`src/rtl/dino_pkg.sv`:
```
// Shared types for the T-Rex motion controller: FSM states, sprite pose codes,
// the default ground line and the pose lookup used by the sprite register.
package dino_pkg;

  typedef enum logic [2:0] {
    ST_IDLE = 3'd0,
    ST_RUN  = 3'd1,
    ST_DUCK = 3'd2,
    ST_AIR  = 3'd3,
    ST_DEAD = 3'd4
  } dino_state_e;

  localparam logic [3:0] SPR_STAND  = 4'd0;
  localparam logic [3:0] SPR_RUN_A  = 4'd1;
  localparam logic [3:0] SPR_RUN_B  = 4'd2;
  localparam logic [3:0] SPR_DUCK_A = 4'd3;
  localparam logic [3:0] SPR_DUCK_B = 4'd4;
  localparam logic [3:0] SPR_JUMP   = 4'd5;
  localparam logic [3:0] SPR_DEAD   = 4'd6;

  localparam int DINO_GROUND_Y = 360;

  function automatic logic [3:0] dino_pose(input dino_state_e st, input logic leg);
    case (st)
      ST_IDLE: return SPR_STAND;
      ST_RUN:  return leg ? SPR_RUN_B : SPR_RUN_A;
      ST_DUCK: return leg ? SPR_DUCK_B : SPR_DUCK_A;
      ST_AIR:  return SPR_JUMP;
      ST_DEAD: return SPR_DEAD;
      default: return SPR_STAND;
    endcase
  endfunction

endpackage

```
`src/rtl/dino_vert_integrator.sv`:
```
// Vertical kinematics for the dino: velocity/position registers, the landing
// compare and the ceiling and fall-speed clamps. Driven by the motion FSM.
module dino_vert_integrator
  import dino_pkg::*;
#(
  parameter int GROUND_Y   = DINO_GROUND_Y,
  parameter int JUMP_V0    = 20,
  parameter int GRAV       = 1,
  parameter int MAX_FALL_V = 20,
  parameter int Y_W        = 10
) (
  input  logic           AnimateClk,
  input  logic           rst,
  input  logic           i_launch,
  input  logic           i_step,
  input  logic           i_fast,
  output logic [Y_W-1:0] o_dino_y,
  output logic           o_land
);

  localparam int SW = Y_W + 2;
  localparam logic signed [SW-1:0] GROUND_S = SW'(GROUND_Y);
  localparam logic signed [SW-1:0] MAXF_S   = SW'(MAX_FALL_V);
  localparam logic signed [SW-1:0] INC_1    = SW'(GRAV);
  localparam logic signed [SW-1:0] INC_3    = SW'(3 * GRAV);
  localparam logic signed [Y_W:0]  LAUNCH_V = (Y_W + 1)'(-JUMP_V0);

  logic [Y_W-1:0]       r_y;
  logic signed [Y_W:0]  r_vel;
  logic signed [SW-1:0] w_ny;
  logic signed [SW-1:0] w_nv;
  logic signed [SW-1:0] w_inc;
  logic [Y_W-1:0]       w_y_clamp;
  logic signed [Y_W:0]  w_vel_clamp;

  // Candidate next position/velocity with both clamps, evaluated at Y_W+2 bits.
  always_comb begin
    w_inc = i_fast ? INC_3 : INC_1;
    w_ny  = $signed({2'b00, r_y}) + $signed({r_vel[Y_W], r_vel});
    w_nv  = $signed({r_vel[Y_W], r_vel}) + w_inc;
    o_land = (w_ny >= GROUND_S);
    if (w_ny[SW-1]) begin
      w_y_clamp = '0;
    end else begin
      w_y_clamp = w_ny[Y_W-1:0];
    end
    if (w_nv > MAXF_S) begin
      w_vel_clamp = MAXF_S[Y_W:0];
    end else begin
      w_vel_clamp = w_nv[Y_W:0];
    end
  end

  // Position/velocity registers: launch sets takeoff speed, step integrates.
  always_ff @(posedge AnimateClk or posedge rst) begin
    if (rst) begin
      r_y   <= Y_W'(GROUND_Y);
      r_vel <= '0;
    end else if (i_launch) begin
      r_vel <= LAUNCH_V;
    end else if (i_step) begin
      if (o_land) begin
        r_y   <= Y_W'(GROUND_Y);
        r_vel <= '0;
      end else begin
        r_y   <= w_y_clamp;
        r_vel <= w_vel_clamp;
      end
    end
  end

  assign o_dino_y = r_y;

endmodule

```
`src/rtl/dino_motion_ctrl.sv`:
```
// Per-frame T-Rex motion/pose controller. Optional build macro FAST_FALL_EN:
// ducking while airborne triples gravity and shows the DUCK_A pose.
module dino_motion_ctrl
  import dino_pkg::*;
#(
  parameter int GROUND_Y     = DINO_GROUND_Y,
  parameter int JUMP_V0      = 20,
  parameter int GRAV         = 1,
  parameter int MAX_FALL_V   = 20,
  parameter int RUN_ANIM_DIV = 6,
  parameter int Y_W          = 10
) (
  input  logic           AnimateClk,
  input  logic           rst,
  input  logic           enable,
  input  logic           jump,
  input  logic           duck,
  input  logic           hit,
  output logic [Y_W-1:0] dino_y,
  output logic [3:0]     sprite_sel,
  output logic           airborne,
  output logic           ducking,
  output logic           dead
);

  localparam int CNT_W = (RUN_ANIM_DIV > 1) ? $clog2(RUN_ANIM_DIV) : 1;
  localparam logic [CNT_W-1:0] CNT_MAX = CNT_W'(RUN_ANIM_DIV - 1);

  dino_state_e      r_state;
  dino_state_e      w_state_n;
  logic             r_jump_q;
  logic [CNT_W-1:0] r_cnt;
  logic [CNT_W-1:0] w_cnt_n;
  logic             r_leg;
  logic             w_leg_n;
  logic [3:0]       r_sprite;
  logic [3:0]       w_sprite_n;
  logic             r_air;
  logic             r_duck;
  logic             r_dead;
  logic             w_rise;
  logic             w_launch;
  logic             w_step;
  logic             w_land;
  logic             w_fast;

  assign w_rise = jump & ~r_jump_q;

`ifdef FAST_FALL_EN
  assign w_fast = duck;
`else
  assign w_fast = 1'b0;
`endif

  dino_vert_integrator #(
    .GROUND_Y  (GROUND_Y),
    .JUMP_V0   (JUMP_V0),
    .GRAV      (GRAV),
    .MAX_FALL_V(MAX_FALL_V),
    .Y_W       (Y_W)
  ) u_vert (
    .AnimateClk(AnimateClk),
    .rst       (rst),
    .i_launch  (w_launch),
    .i_step    (w_step),
    .i_fast    (w_fast),
    .o_dino_y  (dino_y),
    .o_land    (w_land)
  );

  // Next state plus integrator commands; priority hit > jump edge > duck.
  always_comb begin
    w_state_n = r_state;
    w_launch  = 1'b0;
    w_step    = 1'b0;
    if (enable) begin
      case (r_state)
        ST_IDLE: begin
          if (w_rise) begin
            w_state_n = ST_AIR;
            w_launch  = 1'b1;
          end else begin
            w_state_n = ST_IDLE;
          end
        end
        ST_RUN: begin
          if (hit) begin
            w_state_n = ST_DEAD;
          end else if (w_rise) begin
            w_state_n = ST_AIR;
            w_launch  = 1'b1;
          end else if (duck) begin
            w_state_n = ST_DUCK;
          end else begin
            w_state_n = ST_RUN;
          end
        end
        ST_DUCK: begin
          if (hit) begin
            w_state_n = ST_DEAD;
          end else if (!duck) begin
            w_state_n = ST_RUN;
          end else begin
            w_state_n = ST_DUCK;
          end
        end
        ST_AIR: begin
          if (hit) begin
            w_state_n = ST_DEAD;
          end else begin
            w_step = 1'b1;
            if (w_land) begin
              w_state_n = duck ? ST_DUCK : ST_RUN;
            end else begin
              w_state_n = ST_AIR;
            end
          end
        end
        ST_DEAD: w_state_n = ST_DEAD;
        default: w_state_n = ST_IDLE;
      endcase
    end else begin
      w_state_n = r_state;
    end
  end

  // Leg phase: counter restarts on entering RUN/DUCK, leg flips on wrap.
  always_comb begin
    w_cnt_n = r_cnt;
    w_leg_n = r_leg;
    if ((w_state_n == ST_RUN) || (w_state_n == ST_DUCK)) begin
      if (w_state_n != r_state) begin
        w_cnt_n = '0;
      end else if (r_cnt == CNT_MAX) begin
        w_cnt_n = '0;
        w_leg_n = ~r_leg;
      end else begin
        w_cnt_n = r_cnt + CNT_W'(1);
      end
    end else begin
      w_cnt_n = r_cnt;
    end
    w_sprite_n = dino_pose(w_state_n, w_leg_n);
`ifdef FAST_FALL_EN
    if ((w_state_n == ST_AIR) && duck) begin
      w_sprite_n = SPR_DUCK_A;
    end else begin
      w_sprite_n = dino_pose(w_state_n, w_leg_n);
    end
`endif
  end

  // State, edge detector, animation and registered pose/flag outputs.
  always_ff @(posedge AnimateClk or posedge rst) begin
    if (rst) begin
      r_state  <= ST_IDLE;
      r_jump_q <= 1'b0;
      r_cnt    <= '0;
      r_leg    <= 1'b0;
      r_sprite <= SPR_STAND;
      r_air    <= 1'b0;
      r_duck   <= 1'b0;
      r_dead   <= 1'b0;
    end else if (enable) begin
      r_state  <= w_state_n;
      r_jump_q <= jump;
      r_cnt    <= w_cnt_n;
      r_leg    <= w_leg_n;
      r_sprite <= w_sprite_n;
      r_air    <= (w_state_n == ST_AIR);
      r_duck   <= (w_state_n == ST_DUCK);
      r_dead   <= (w_state_n == ST_DEAD);
    end
  end

  assign sprite_sel = r_sprite;
  assign airborne   = r_air;
  assign ducking    = r_duck;
  assign dead       = r_dead;

endmodule

```
`config.mk`:
```
export PLATFORM = sky130hd
export DESIGN_NAME = dino_motion_ctrl
export DESIGN_NICKNAME = d
export VERILOG_FILES = /design/src/rtl/dino_pkg.sv /design/src/rtl/dino_vert_integrator.sv /design/src/rtl/dino_motion_ctrl.sv
export SDC_FILE = /design/constraint.sdc
export NUM_CORES = 1
export LEC_CHECK = 0
export BUFFER_PORTS_ARGS = -buffer_cell sky130_fd_sc_hd__buf_2
export CORE_UTILIZATION = 55
export CTS_BUF_LIST = sky130_fd_sc_hd__clkbuf_8
export DETAILED_ROUTE_END_ITERATION = 16
export PLACE_DENSITY = 0.75
export SYNTH_ARGS = -nofsm -noshare
export SYNTH_HDL_FRONTEND = slang
export SYNTH_SLANG_ARGS = --single-unit
```
`constraint.sdc`:
```
create_clock -name AnimateClk -period 4.9 [get_ports AnimateClk]
set_input_delay 0.49 -clock AnimateClk [delete_from_list [all_inputs] [get_ports AnimateClk]]
set_output_delay 0.49 -clock AnimateClk [all_outputs]
set_load 0.02 [all_outputs]
```
==> summary.txt <==
Crit path DAT -> 4.08 ns
Critical Path RT -> 5.12 ns
# nets final -> 316
Worst skew pair latency -> 0.29 ns
Sequential power share -> 33.6%
Worst Path Max Fanout -> 7
Final ANT Viol Nets -> 0
CTS max path bufs -> 2
Commonest cells after routing, fill and taps aside -> 31 x dfrtp_1, 29 x o21ai_0, 24 x nand2_1
Hold-fix buffers, CTS -> 0
CTS tree -> yes
Total die area -> 4710 um^2
Chip height -> 68.6 um
CP Class -> reg -> reg
Number of remaining DRC errors -> 0
Mapped Cells -> 278
Maximum vdd drop -> 0.336 mV
Reg2reg end -> sprite_sel[1]
Share of cells above drive strength 1 -> 15.4%
Most common cell after layout, fill and taps aside -> dfrtp_1
Crit path largest cell delay -> 0.45 ns
CTS resizes -> 0
Worst r2r path cells -> 13
Number of synthesized register bits -> 35
TritonRoute pass-1 iters -> 4
Worst R2R Setup Slack -> 1.04 ns
Placer congestion estimate -> 0.876
Setup violators final -> 0
Post-Syn Nets -> 297
Inserted Clock Buffers -> 5
# rows -> 23
First-pass GRT wire length -> 8.76 mm
Syn avg cell area -> 8.79 um^2
RSZ-0062 raised after global routing -> no
Worst min path class -> in -> async
Clock sinks -> 35
Synthesis-to-layout area growth -> 10.7%
Core Util, Final -> 65.2%
Clock-pin slew on the worst setup and hold paths -> 0.08 ns
TNS Setup -> 0 ns
Diodes inserted -> 0
Via count of the routed design -> 2144
Gr usage total -> 25.5%
Core Region -> 4140 um^2
Combinational power share -> 45.1%
Drt total wl -> 5.35 mm
CP Capture Type -> flip-flop
Initial antenna violation count -> 0
Leakage -> 1.28 nW
Sequential element share of the synthesized area -> 36.1%
Final setup skew -> 0.00844 ns
Max H-tree Level -> 2
Crit path cell chain -> ha_1 > fa_1 > a21o_1 > a221oi_2 > xnor2_1 > o21ai_1 > nor4b_1 > o2111ai_1 > a32o_2 > xor2_1 > or3_4 > and2_4 > o211ai_2
Least-Margin Pin Slew -> 0.822 ns
Max frequency -> 259 MHz
Fin. Hold Viols -> 0
Yosys warnings -> 0
Maxcap violations -> 0
Initial core utilization -> 58.9%
RR Startpoint -> u_vert.r_vel[0]
Fin. max-slew vios -> 0
Hpwl dp -> 3.94 mm
Min Clock Period, post-route -> 3.86 ns
Relative slew slack -> 43.8%
PortBufs -> 21
Internal power -> 0.850 mW
Distinct cells, synth -> 68
DR WL/cell -> 15.4 um
Root Driver -> clkbuf_8
Clock power share -> 21.3%
Via/cell ratio -> 6.16
Ports -> 23
Tcrit/Tclk final -> 78.7%
Post-Syn Area -> 2440 um^2
Primary FF master, synth -> dfrtp_1
Critical Path Source Type -> flip-flop
Switching Power -> 0.635 mW
DR iter-0 viols -> 79
Largest net degree at the start of global routing -> 36
Die X -> 68.6 um
Status -> finished clean
Fraction of registers with async set/reset -> 100%
Switch share -> 42.8%
Number of global-route vias before repair -> 1901
CP max stage cell -> dfrtp_1
Post-CTS Setup Repair Bufs -> 0
Grt ovf -> 0
Pwr per Cell Area -> 549 nW/um^2
EDFF count, synth -> 0
[power by group through the flow]
stage	Clock (mW)	Combinational [mW]	Sequential, mW
2_1_floorplan	0	0.523	0.497
3_3_place_gp	0	0.656	0.496
3_5_place_dp	0	0.667	0.502
4_1_cts	0.320	0.671	0.497
5_1_grt	0.332	0.753	0.514
6_report	0.316	0.670	0.499
[synthesized netlist by cell type (all sizes together) (3+ instances only)]
library cell  instances  area share, %
a211oi                3           0.92
a21o                  7            2.2
a21oi                18            3.8
a221oi                3            1.3
a22o                  5            1.8
and3                  9            2.3
buf                   4            1.2
clkbuf                6           0.92
dfrtp                31             32
dfstp                 4            4.3
ha                   12            6.1
inv                  18            2.8
nand2                24            3.7
nand3                18            3.9
nand4                 3           0.77
nor2                 11            1.7
nor3                  4           0.82
nor3b                 3           0.92
o211ai                4            1.4
o21ai                31            6.4
or3                   3            1.0
xnor2                 8            2.9
xor2                  4            1.4
[layer usage]
layer / vias up / part of all wire (%) / global-route usage (%)
li1: 1070 / - / -
met5: - / 0 / 0
met1: 1022 / 46 / 31.1
met3: 7 / 4.0 / 5.43
met2: 45 / 49 / 44.0
met4: 0 / 1.0 / 9.38
[per-stage QoR]
| step | total power, mW | instance area [um^2] | std cells | setup WS [ns] | hold slack (ns) |
|---|---|---|---|---|---|
| 3_3_place_gp | 1.15 | 2570 | 340 | 1.17 | 0.456 |
| 3_5_place_dp | 1.17 | 2570 | 340 | 1.04 | 0.463 |
| 4_1_cts | 1.49 | 2700 | 348 | 1.04 | 0.299 |
| 2_1_floorplan | 1.02 | 2440 | 278 | 1.30 | 0.461 |
| 6_report | 1.49 | 2700 | 348 | 1.04 | 0.284 |
| 5_1_grt | 1.60 | 2700 | 348 | 0.783 | 0.325 |
[cell families (layout without fill, tap and decap cells)]
kind of cell	after synthesis	after routing	synth area share, %
fa+ha+maj	13	13	6.97
flops	35	35	36.1
buf+inv	28	48	4.87
xor+xnor	12	12	4.30
simple gates	90	90	19.6
other cells	1	1	0.154
mux	3	3	1.49
compound gates	96	96	26.5
[state kept, by name, indices dropped and copies added, names as in the netlist, 3 cells and up]
signal,cells
r_state,3
u_vert.o_dino_y,10
u_vert.r_vel,11
r_cnt,3
sprite_sel,3
[worst max-delay path by stage]
| stage | startpoint | endpoint | depth (start not counted) |
|---|---|---|---|
| 6_report | u_vert.r_vel[0] | sprite_sel[1] | 13 |
| 5_1_grt | u_vert.r_vel[0] | sprite_sel[0] | 13 |
| 4_1_cts | u_vert.r_vel[0] | sprite_sel[0] | 13 |
| 3_5_place_dp | u_vert.r_vel[0] | sprite_sel[0] | 13 |
| 3_3_place_gp | u_vert.r_vel[0] | sprite_sel[0] | 13 |
| 2_1_floorplan | u_vert.o_dino_y[0] | sprite_sel[1] | 13 |
[final cells by class]
cell class	count	area [um^2]
Inverter	18	67.6
Clock inverter	3	67.6
Tap cell	50	62.6
Fill cell	364	1440
Multi-Input combinational cell	215	1440
Sequential cell	35	881
Clock buffer	5	68.8
Timing Repair Buffer	22	113
[critical path: cells and delay by family (launching register included)]
kind            cells  cell delay (ns)
fa+ha+maj           2             0.66
flops               1             0.45
xor+xnor            2             0.36
compound gates      6             1.32
simple gates        3             1.00
(Power assumes the default switching activity.)
